===== config.mk =====
export PLATFORM = sky130hd
export DESIGN_NAME = cordic_vec_arbiter_flat
export DESIGN_NICKNAME = d
export VERILOG_FILES = /design/src/rtl/cordic_pkg.sv /design/src/rtl/cordic_vec_arbiter_if.sv /design/src/rtl/cordic_res_fifo.sv /design/src/rtl/cordic_vec_arbiter.sv /design/src/flat_wrapper.sv
export SDC_FILE = /design/constraint.sdc
export NUM_CORES = 2
export LEC_CHECK = 0
export ABC_AREA = 1
export CELL_PAD_IN_SITES_DETAIL_PLACEMENT = 2
export CELL_PAD_IN_SITES_GLOBAL_PLACEMENT = 2
export CORE_MARGIN = 2
export CORE_UTILIZATION = 40
export CTS_BUF_LIST = sky130_fd_sc_hd__clkbuf_8
export DETAILED_ROUTE_END_ITERATION = 10
export PLACE_DENSITY = 0.75
export SLEW_MARGIN = 20
export SYNTH_ARGS = -nofsm -noshare
export SYNTH_HDL_FRONTEND = slang
export SYNTH_SLANG_ARGS = --single-unit

===== constraint.sdc =====
create_clock -name clk -period 6.35 [get_ports clk]
set_input_delay 0.635 -clock clk [delete_from_list [all_inputs] [get_ports clk]]
set_output_delay 0.635 -clock clk [all_outputs]
set_load 0.005 [all_outputs]

===== src/rtl/cordic_pkg.sv =====
// Shared constants and result record for the CORDIC vectoring arbiter.
package cordic_pkg;

    localparam int          CORDIC_LAT = 17;
    localparam int          ANGLE_FRAC = 20;
    localparam logic [31:0] DEG45      = 32'h02D_00000;

    // Record widths cover the largest supported configuration (NREQ <= 8, W/AW <= 32).
    localparam int RES_IDW = 3;
    localparam int RES_W   = 32;
    localparam int RES_AW  = 32;

    typedef struct packed {
        logic [RES_IDW-1:0] id;
        logic [RES_W-1:0]   xf;
        logic [RES_W-1:0]   yf;
        logic [RES_AW-1:0]  angle;
    } cordic_res_t;

endpackage


===== src/rtl/cordic_vec_arbiter_if.sv =====
// Requester and result handshake bundle; master = requesters/consumer, slave = arbiter.
interface cordic_vec_arbiter_if #(
    parameter int NREQ = 4,
    parameter int W    = 32,
    parameter int AW   = 32
);
    localparam int IDW = $clog2(NREQ);

    logic [NREQ-1:0]   req_valid;
    logic [NREQ-1:0]   req_ready;
    logic [NREQ*W-1:0] req_x;
    logic [NREQ*W-1:0] req_y;
    logic              res_valid;
    logic              res_ready;
    logic [IDW-1:0]    res_id;
    logic [W-1:0]      res_xf;
    logic [W-1:0]      res_yf;
    logic [AW-1:0]     res_angle;

    modport master (
        output req_valid, req_x, req_y, res_ready,
        input  req_ready, res_valid, res_id, res_xf, res_yf, res_angle
    );

    modport slave (
        input  req_valid, req_x, req_y, res_ready,
        output req_ready, res_valid, res_id, res_xf, res_yf, res_angle
    );
endinterface


===== src/rtl/cordic_res_fifo.sv =====
// Result FIFO: memory plus a registered output stage (rd_data/rd_valid).
module cordic_res_fifo #(
    parameter int DEPTH = 32,
    parameter int DW    = 8
) (
    input  logic                        clk,
    input  logic                        rst,
    input  logic                        wr_en,
    input  logic [DW-1:0]               wr_data,
    input  logic                        rd_en,
    output logic [DW-1:0]               rd_data,
    output logic                        rd_valid,
    output logic                        full,
    output logic                        empty,
    output logic [$clog2(DEPTH+2)-1:0]  count
);
    localparam int PW = $clog2(DEPTH);
    localparam int CW = $clog2(DEPTH + 2);

    logic [DW-1:0] mem [DEPTH];
    logic [PW-1:0] wr_ptr, rd_ptr;
    logic [PW:0]   mem_cnt;
    logic          pop, load;

    // The output stage refills whenever it is empty or being popped this cycle.
    assign pop   = rd_en & rd_valid;
    assign load  = (mem_cnt != '0) && (!rd_valid || pop);
    assign full  = (mem_cnt == (PW+1)'(DEPTH));
    assign count = CW'(mem_cnt) + CW'(rd_valid);
    assign empty = (count == '0);

    // Storage array, no reset needed.
    always_ff @(posedge clk) begin
        if (wr_en) mem[wr_ptr] <= wr_data;
    end

    // Pointers, occupancy and output register.
    always_ff @(posedge clk or negedge rst) begin
        if (!rst) begin
            wr_ptr   <= '0;
            rd_ptr   <= '0;
            mem_cnt  <= '0;
            rd_valid <= 1'b0;
            rd_data  <= '0;
        end else begin
            if (wr_en) wr_ptr <= wr_ptr + 1'b1;
            if (load) begin
                rd_data  <= mem[rd_ptr];
                rd_ptr   <= rd_ptr + 1'b1;
                rd_valid <= 1'b1;
            end else if (pop) begin
                rd_valid <= 1'b0;
            end
            mem_cnt <= mem_cnt + (PW+1)'(wr_en) - (PW+1)'(load);
        end
    end
endmodule


===== src/rtl/cordic_vec_arbiter.sv =====
// Round-robin front end and ID tag pipe for a shared pipelined CORDIC vectoring core.
module cordic_vec_arbiter
    import cordic_pkg::*;
#(
    parameter int NREQ       = 4,
    parameter int W          = 32,
    parameter int AW         = 32,
    parameter int CORE_LAT   = CORDIC_LAT,
    parameter int FIFO_DEPTH = 32
) (
    input  logic                 clk,
    input  logic                 rst,
    cordic_vec_arbiter_if.slave  bus,
    output logic [W-1:0]         core_x0,
    output logic [W-1:0]         core_y0,
    input  logic [W-1:0]         core_xf,
    input  logic [W-1:0]         core_yf,
    input  logic [AW-1:0]        core_angle,
    output logic                 busy
);
    localparam int IDW  = $clog2(NREQ);
    localparam int OCCW = $clog2(FIFO_DEPTH + 1);

    logic [IDW-1:0]              rr_ptr, winner, cand;
    logic                        found, can_issue, accept, pop;
    logic [NREQ-1:0]             rdy;
    logic [OCCW-1:0]             occ;
    logic [CORE_LAT:1]           vld_pipe;
    logic [CORE_LAT:1][IDW-1:0]  id_pipe;
    int                          idx;

    cordic_res_t                 wr_rec, rd_rec;
    logic                        fifo_wr, fifo_full, fifo_empty;
    logic [$clog2(FIFO_DEPTH+2)-1:0] fifo_cnt;
    logic                        unused_fifo;

    // Credit is taken from registered occupancy only, so a same-cycle pop never frees a slot.
    assign can_issue = (occ < OCCW'(FIFO_DEPTH));
    assign pop       = bus.res_valid & bus.res_ready;

    // Round-robin search starting at rr_ptr; grant suppressed while in reset.
    always_comb begin
        found  = 1'b0;
        winner = '0;
        idx    = 0;
        cand   = '0;
        for (int k = 0; k < NREQ; k++) begin
            idx = int'(rr_ptr) + k;
            if (idx >= NREQ) idx = idx - NREQ;
            cand = IDW'(idx);
            if (!found && bus.req_valid[cand]) begin
                found  = 1'b1;
                winner = cand;
            end
        end
        accept = found & can_issue & rst;
        rdy    = '0;
        if (accept) rdy[winner] = 1'b1;
    end

    assign bus.req_ready = rdy;
    assign core_x0 = accept ? bus.req_x[int'(winner)*W +: W] : '0;
    assign core_y0 = accept ? bus.req_y[int'(winner)*W +: W] : '0;
    assign busy    = (occ != '0);

    // Round-robin pointer and occupancy (tag pipe + FIFO) bookkeeping.
    always_ff @(posedge clk or negedge rst) begin
        if (!rst) begin
            rr_ptr <= '0;
            occ    <= '0;
        end else begin
            if (accept) rr_ptr <= (winner == IDW'(NREQ-1)) ? '0 : winner + 1'b1;
            case ({accept, pop})
                2'b10:   occ <= occ + 1'b1;
                2'b01:   occ <= occ - 1'b1;
                default: occ <= occ;
            endcase
        end
    end

    // Tag pipe shifts every cycle, matched to the core latency.
    always_ff @(posedge clk or negedge rst) begin
        if (!rst) begin
            vld_pipe <= '0;
            id_pipe  <= '0;
        end else begin
            vld_pipe <= {vld_pipe[CORE_LAT-1:1], accept};
            id_pipe  <= {id_pipe[CORE_LAT-1:1], winner};
        end
    end

    assign fifo_wr = vld_pipe[CORE_LAT];
    assign wr_rec  = '{id:    RES_IDW'(id_pipe[CORE_LAT]),
                       xf:    RES_W'(core_xf),
                       yf:    RES_W'(core_yf),
                       angle: RES_AW'(core_angle)};

    cordic_res_fifo #(
        .DEPTH (FIFO_DEPTH),
        .DW    ($bits(cordic_res_t))
    ) u_fifo (
        .clk      (clk),
        .rst      (rst),
        .wr_en    (fifo_wr),
        .wr_data  (wr_rec),
        .rd_en    (bus.res_ready),
        .rd_data  (rd_rec),
        .rd_valid (bus.res_valid),
        .full     (fifo_full),
        .empty    (fifo_empty),
        .count    (fifo_cnt)
    );

    assign bus.res_id    = rd_rec.id[IDW-1:0];
    assign bus.res_xf    = rd_rec.xf[W-1:0];
    assign bus.res_yf    = rd_rec.yf[W-1:0];
    assign bus.res_angle = rd_rec.angle[AW-1:0];

    // Status bits and record padding that nothing downstream consumes.
    assign unused_fifo = ^{fifo_cnt, fifo_full, fifo_empty, rd_rec};
endmodule


===== src/flat_wrapper.sv =====
// flat-port wrapper written by rule: the top's interface ports become plain ports
module cordic_vec_arbiter_flat import cordic_pkg::*;
#(
    parameter int NREQ       = 4,
    parameter int W          = 32,
    parameter int AW         = 32,
    parameter int CORE_LAT   = CORDIC_LAT,
    parameter int FIFO_DEPTH = 32
)
  (clk, rst, core_x0, core_y0, core_xf, core_yf, core_angle, busy, bus_req_valid, bus_req_x, bus_req_y, bus_res_ready, bus_req_ready, bus_res_valid, bus_res_id, bus_res_xf, bus_res_yf, bus_res_angle);
  cordic_vec_arbiter_if #(.NREQ(NREQ), .W(W), .AW(AW)) bus_i ();
  input  logic clk;
  input  logic rst;
  output logic [W-1:0] core_x0;
  output logic [W-1:0] core_y0;
  input  logic [W-1:0] core_xf;
  input  logic [W-1:0] core_yf;
  input  logic [AW-1:0] core_angle;
  output logic busy;
  input wire logic [$bits(bus_i.req_valid)-1:0] bus_req_valid;
  input wire logic [$bits(bus_i.req_x)-1:0] bus_req_x;
  input wire logic [$bits(bus_i.req_y)-1:0] bus_req_y;
  input wire logic [$bits(bus_i.res_ready)-1:0] bus_res_ready;
  output wire logic [$bits(bus_i.req_ready)-1:0] bus_req_ready;
  output wire logic [$bits(bus_i.res_valid)-1:0] bus_res_valid;
  output wire logic [$bits(bus_i.res_id)-1:0] bus_res_id;
  output wire logic [$bits(bus_i.res_xf)-1:0] bus_res_xf;
  output wire logic [$bits(bus_i.res_yf)-1:0] bus_res_yf;
  output wire logic [$bits(bus_i.res_angle)-1:0] bus_res_angle;
  assign bus_i.req_valid = bus_req_valid;
  assign bus_i.req_x = bus_req_x;
  assign bus_i.req_y = bus_req_y;
  assign bus_i.res_ready = bus_res_ready;
  assign bus_req_ready = bus_i.req_ready;
  assign bus_res_valid = bus_i.res_valid;
  assign bus_res_id = bus_i.res_id;
  assign bus_res_xf = bus_i.res_xf;
  assign bus_res_yf = bus_i.res_yf;
  assign bus_res_angle = bus_i.res_angle;
  cordic_vec_arbiter #(.NREQ(NREQ), .W(W), .AW(AW), .CORE_LAT(CORE_LAT), .FIFO_DEPTH(FIFO_DEPTH)) u_core (.clk(clk), .rst(rst), .bus(bus_i), .core_x0(core_x0), .core_y0(core_y0), .core_xf(core_xf), .core_yf(core_yf), .core_angle(core_angle), .busy(busy));
endmodule

# Word-level counts from Yosys, hierarchy flattened
# Memories as Yosys holds them, arrays and structs flattened. A register that Yosys moved wholly into a read port is not among the register bits.
# Index checks and enable logic that the tools add are counted.
dict set report word_totals {
  output_inout_bits 168
  elab_cells 104
  ramBits 3136
  input_bits 359
  reg_bits 76
  n_memories 1
}
# name depth width read_ports rd_ports_with_merged_regs write_ports line
set memory_table {}
lappend memory_table {u_core.u_fifo.mem 32 98 1 1 1 cordic_res_fifo.sv:20} ;# logic [DW-1:0] mem [DEPTH];
dict set report classes {
  n_shift 2
  eq_ne 3
  addsub 14
  n_lt_le_gt_ge 11
  bitwise_logic 3
  mux 31
  n_reduce_logical 15
}
# cell count
set op_table {}
lappend op_table {{128-bit by 8-bit variable part select with 32-bit output} 2}
lappend op_table {{32-bit two-way mux} 2}
lappend op_table {{2-bit two-way mux} 9}
lappend op_table {{2-bit by 3-bit < comparator with 1-bit output (second input constant)} 5}
lappend op_table {{1-bit two-way mux} 13}
lappend op_table {{6-bit one-hot mux with 2 select lines} 1}
lappend op_table {{6-bit nonzero test} 2}
lappend op_table {{5-bit by 1-bit adder with 5-bit output (second input constant)} 2}
lappend op_table {{3-bit greater-or-equal comparator (second input constant)} 3}
lappend op_table {{1-bit binary-select mux with 2-bit select} 4}
lappend op_table {{2-bit by 1-bit subtractor with 2-bit output (second input constant)} 4}
lappend op_table {{2-bit by 2-bit adder with 3-bit output (second input constant)} 2}
lappend op_table {{6-bit by 1-bit adder with 6-bit output} 1}
lappend op_table {{6-bit by 1-bit adder with 6-bit output (second input constant)} 1}
lappend op_table {{6-bit < comparator (second input constant)} 1}
lappend op_table {{6-bit by 1-bit subtractor with 6-bit output} 1}
lappend op_table {{6-bit by 1-bit subtractor with 6-bit output (second input constant)} 1}
lappend op_table {{1-bit logical AND} 5}
lappend op_table {{1-bit logical NOT} 5}
lappend op_table {{2-bit == test (second input constant)} 2}
lappend op_table {{4-bit two-way mux} 1}
lappend op_table {{2-bit nonzero test} 2}
lappend op_table {{2-bit by 1-bit adder with 3-bit output (second input constant)} 1}
lappend op_table {{1-bit bitwise AND} 3}
lappend op_table {{other kinds (6)} 6}

# Logic depth before layout (Yosys ltp)
dict set report depth {
  word_depth 19
  ltp_mapped 20
  depth_no_buf 17
}

# Hierarchy
# From an unflattened synthesis, not the netlist that was laid out.
dict set report hier_totals {
  cells_unflattened 11564
  hier_area_um2 135753.9
}
# mod area_each_um2 cells_per_inst n_inst seq_area_each_um2
set modules_own_cells {}
lappend modules_own_cells {cordic_res_fifo 130272.4 10670 1 98034.0}
lappend modules_own_cells {cordic_vec_arbiter 5481.5 894 1 1476.4}

# Worst setup path after synthesis
# Ideal clock, no wire load.
dict set report synth_timing {
  path_kind {flip-flop to flip-flop}
  from {reg u_core.vld_pipe[17] (netlist name)}
  to {mem u_core.u_fifo.mem[31][0] (netlist name) (enable)}
  setup_time_ps 558
  period_less_slack_ps 5676
  required_time_ps 5792
  arrival_time_ps 5118
  n_path_buf 1
  stages_incl_launch_ff 6
  path_slack_ps 674
  path_cell_list {dfrtp_1 clkbuf_1 nand2_1 nor2_1 inv_1 nor2_1}
}
dict set report synth_via {
  elab_chain_len 2
}
# item line
set synth_lines {}
lappend synth_lines {{start: declaration} cordic_vec_arbiter.sv:28} ;# logic [CORE_LAT:1] vld_pipe;
lappend synth_lines {{start signal: assignment} cordic_vec_arbiter.sv:87} ;# vld_pipe <= {vld_pipe[CORE_LAT-1:1], accept};
lappend synth_lines {{1-bit two-way mux} cordic_res_fifo.sv:34} ;# if (wr_en) mem[wr_ptr] <= wr_data;
lappend synth_lines {{1-bit two-way mux (implied by the code)} cordic_res_fifo.sv:34}
lappend synth_lines {{end: declaration} cordic_res_fifo.sv:20}
# Every way passes these cells.

# Worst setup path after layout
dict set report layout_timing {
  from {reg u_core.rr_ptr[0]}
  to {out bus_req_ready[0]}
}
dict set report layout_via {
  elab_chain_len 19
  word_cells_on_any_way 45
  cone_classes {7 x add/sub; 6 x order compare; 23 x mux; 2 x bitwise; 7 x reduce/logical}
}
# item line
set layout_lines {}
lappend layout_lines {{start: declaration} cordic_vec_arbiter.sv:24} ;# logic [IDW-1:0] rr_ptr, winner, cand;
lappend layout_lines {{start signal: assignment} cordic_vec_arbiter.sv:72} ;# if (accept) rr_ptr <= (winner == IDW'(NREQ-1)) ? '0 : winner + 1'b1;
lappend layout_lines {{parallel branches: the longest is 18 deep, another holds 2-bit by 1-bit adder with 3-bit output} -}
lappend layout_lines {{4-bit two-way mux *} cordic_vec_arbiter.sv:58} ;# if (accept) rdy[winner] = 1'b1;
lappend layout_lines {{end: declaration} flat_wrapper.sv:24} ;# output wire logic [$bits(bus_i.req_ready)-1:0] bus_req_ready;
# Mark *: on every way between the ends. The select of a mux whose other input is x is not followed.

==> metrics <==
Bufs on Longest Clock Path=4; number of antenna violations at the first check in global routing=76; Port Buf Inserts=526; minimum clock period after layout=slightly below 6 ns; final setup violation count=0; layout-stage area growth over the synthesis result=15.8%; CTS resizes=0; first-pass GRT wire length=741 mm; die area=roughly 0.33 mm^2; number of maximum-capacitance violations=0; endpoints failing hold=0; Num Clock Sinks=around 3300; capturing element type of the critical path=output pin; measured slew at the worst slew-check pin=1.21 ns; leakage=just over 50 nW; largest area contributor in the synthesized netlist=edfxtp_1; Vias=roughly 95000; class of the most critical hold timing path=primary input to register; clk_skew=0.0738 ns; total wire length after detailed routing=522 mm; commonest cells after routing, fill and taps aside=edfxtp_1, nor2_1, o21ai_0, nand2_1, clkbuf_8; CTS buffer count=564; leading cell types by total area after synthesis=edfxtp_1, o21ai_0, nor2_1; max-slew headroom at the worst pin=19.7%; fraction of layout cells with a size suffix above 1=8.95%; htree depth=6; Wirelength per Cell=33.5 um; final clock period utilization by the worst path=between 90 and 100%; post-detailed-route DRC marker count=0; share of the synthesized area in the top cell type=71.8%; count of final max-slew check failures=0; count of different cell masters after synthesis=31; clock root buffer=clkbuf_8; Crit path required time=about 5.7 ns; IR Drop Worst-Case VDD=0.438 mV; first-iteration detailed-routing DRC count=10200; flop and latch count out of synthesis=3310; Core Region=0.327 mm^2; clock tree from TritonCTS=built; vias in the first global route=103000; summed instance area of the synthesized netlist=0.131 mm^2; Die H=577 um; effective utilization at floorplan=40.1%; pwr/cell area=462 mW/mm^2; Detail Placement HPWL=270 mm; kind of launch point of the worst setup path=register; Final Wtd Congestion=0.873; clock latency on the worst-skew pair=1.23 ns; GR Overflow Total=0; most common cell after layout, fill and taps aside=edfxtp_1; Top-Level Pins=527; largest net degree at the start of global routing=245; result of the run=finished, final reports clean; critical path start-end classification=register to output pin; sequential-to-total area share from yosys stat=75.1%; Max Fclk=169 MHz; setup repair after global routing missed its margin=no; count of warnings emitted by yosys=0; smallest hold slack=approximately 0.020 ns; num rows=210; net count reported at finish=about 11000; average size of a mapped cell=12.9 um^2; register clock-pin slew on the reported worst setup and hold paths=roughly 0.080 ns; data arrival time of the critical path=between 5 and 6 ns; setup slack, reg-to-reg=1.43 ns; CP Max Fanout=between 50 and 60; average vias per placed instance=6.10; remaining antenna violation count after routing=0; horizontal die dimension=577 um; total negative slack=0 ns; router iterations before antenna repair=6; Gate Count Post-Synth=10200; total global-route track usage=30.5%; total nets after synthesis=10500
[final timing paths]
kind | end | cells after the start | start
worst max-delay path | bus_req_ready[0] | 11 | u_core.rr_ptr[0]
worst min-delay path | u_core.u_fifo.mem[24][94] | 1 | core_xf[30]
worst max register to register | u_core.occ[4] | 16 | u_core.rr_ptr[0]
worst min register to register | u_core.vld_pipe[11] | 0 | u_core.vld_pipe[10]
max in group asynchronous | u_core.u_fifo.rd_data[37] | 5 | rst
min in group asynchronous | u_core.u_fifo.rd_data[73] | 4 | rst
[worst max-delay path: stages (launching register included)]
cell             delay, ns
dfrtp_1               0.61
inv_4                 0.13
nand2_1               0.09
nand2_1               0.12
o21ai_0               0.32
nand3_4               0.62
nand3_4               0.80
buf_4                 0.51
ha_1                  0.24
inv_1                 0.04
nor2_1                0.09
clkdlybuf4s50_1       0.53
[cell families after synthesis]
group,count (synthesis),synth area share (%)
buffers and inverters,1057,3.36
xor gates and xnor gates,21,0.140
DFF,3310,75.1
and+or+nand+nor,3128,9.83
AOI/OAI and AO/OA,2628,11.4
adders and majority gates,21,0.206
[registers in the layout, indices dropped and copies added (netlist names)]
register	flops
u_core.u_fifo.wr_ptr	5
u_core.u_fifo.mem_cnt	6
u_core.u_fifo.rd_ptr	5
u_core.u_fifo.rd_valid	1
u_core.id_pipe	34
u_core.u_fifo.rd_data	98
u_core.rr_ptr	2
u_core.u_fifo.mem	3136
u_core.vld_pipe	17
u_core.occ	6
[cell type report]
cell class | count | area [um^2]
fill | 31800 | 175000
sequential | 3310 | 98500
multi-input combinational | 5798 | 28600
clock buffer | 614 | 8450
timing repair buffer | 757 | 7470
tap | 4346 | 5440
clock inverter | 416 | 2120
inverter | 304 | 1200
antenna | 51 | 128
[power breakdown]
group	internal, mW	total [mW]	switching [mW]	leakage [nW]
registers	25.4	26.4	1.05	30.3
clock network	9.27	18.7	9.42	6.20
logic	6.94	25.1	18.1	14.3
[metrics by stage]
| stage | power, mW | utilization (%) | instance area (um^2) | setup WS, ns | std cells |
|---|---|---|---|---|---|
| after floorplan | 41.0 | - | 131000 | 0.674 | 10200 |
| after global placement | 49.4 | 43.1 | 141000 | 1.34 | 14400 |
| after detailed placement | 51.3 | 43.1 | 141000 | 1.06 | 14400 |
| after CTS | 70.3 | 46.3 | 151000 | 0.298 | 15500 |
| after global routing | 73.4 | 46.5 | 152000 | 0.0753 | 15600 |
| final | 70.2 | 46.5 | 152000 | 0.420 | 15600 |
[cells in the mapped netlist]
| master | instances |
|---|---|
| a21oi_1 | 208 |
| a31oi_1 | 1 |
| buf_1 | 30 |
| buf_2 | 244 |
| buf_4 | 17 |
| buf_6 | 9 |
| clkbuf_1 | 452 |
| clkbuf_2 | 1 |
| dfrtp_1 | 174 |
| edfxtp_1 | 3136 |
| fa_1 | 1 |
| ha_1 | 20 |
| inv_1 | 295 |
| inv_2 | 8 |
| inv_4 | 1 |
| nand2_1 | 658 |
| nand2_2 | 3 |
| nand3_1 | 518 |
| nand3_2 | 3 |
| nand4_1 | 189 |
| nor2_1 | 1755 |
| nor2_4 | 1 |
| nor3_1 | 1 |
| o211ai_1 | 190 |
| o21a_1 | 1 |
| o21ai_0 | 1579 |
| o21ai_1 | 5 |
| o221ai_1 | 200 |
| o22ai_1 | 444 |
| xnor2_1 | 9 |
| xor2_1 | 12 |
[repair_timing]
item / 4_1_cts / 5_1_grt
hold buffers: 3 / 61
endpoints found under the hold margin: 32 / 1602
setup buffers: 0 / 0
[layer usage]
| metal | part of all wire, % | vias to the layer above | GRT usage [%] |
|---|---|---|---|
| met5 | 0.042 | - | 0 |
| met4 | 3.9 | 34 | 12.3 |
| met3 | 7.2 | 1111 | 5.20 |
| met2 | 50 | 4328 | 52.0 |
| met1 | 39 | 50700 | 38.7 |
| li1 | - | 38900 | - |
Power figures use the tool's default switching activity.
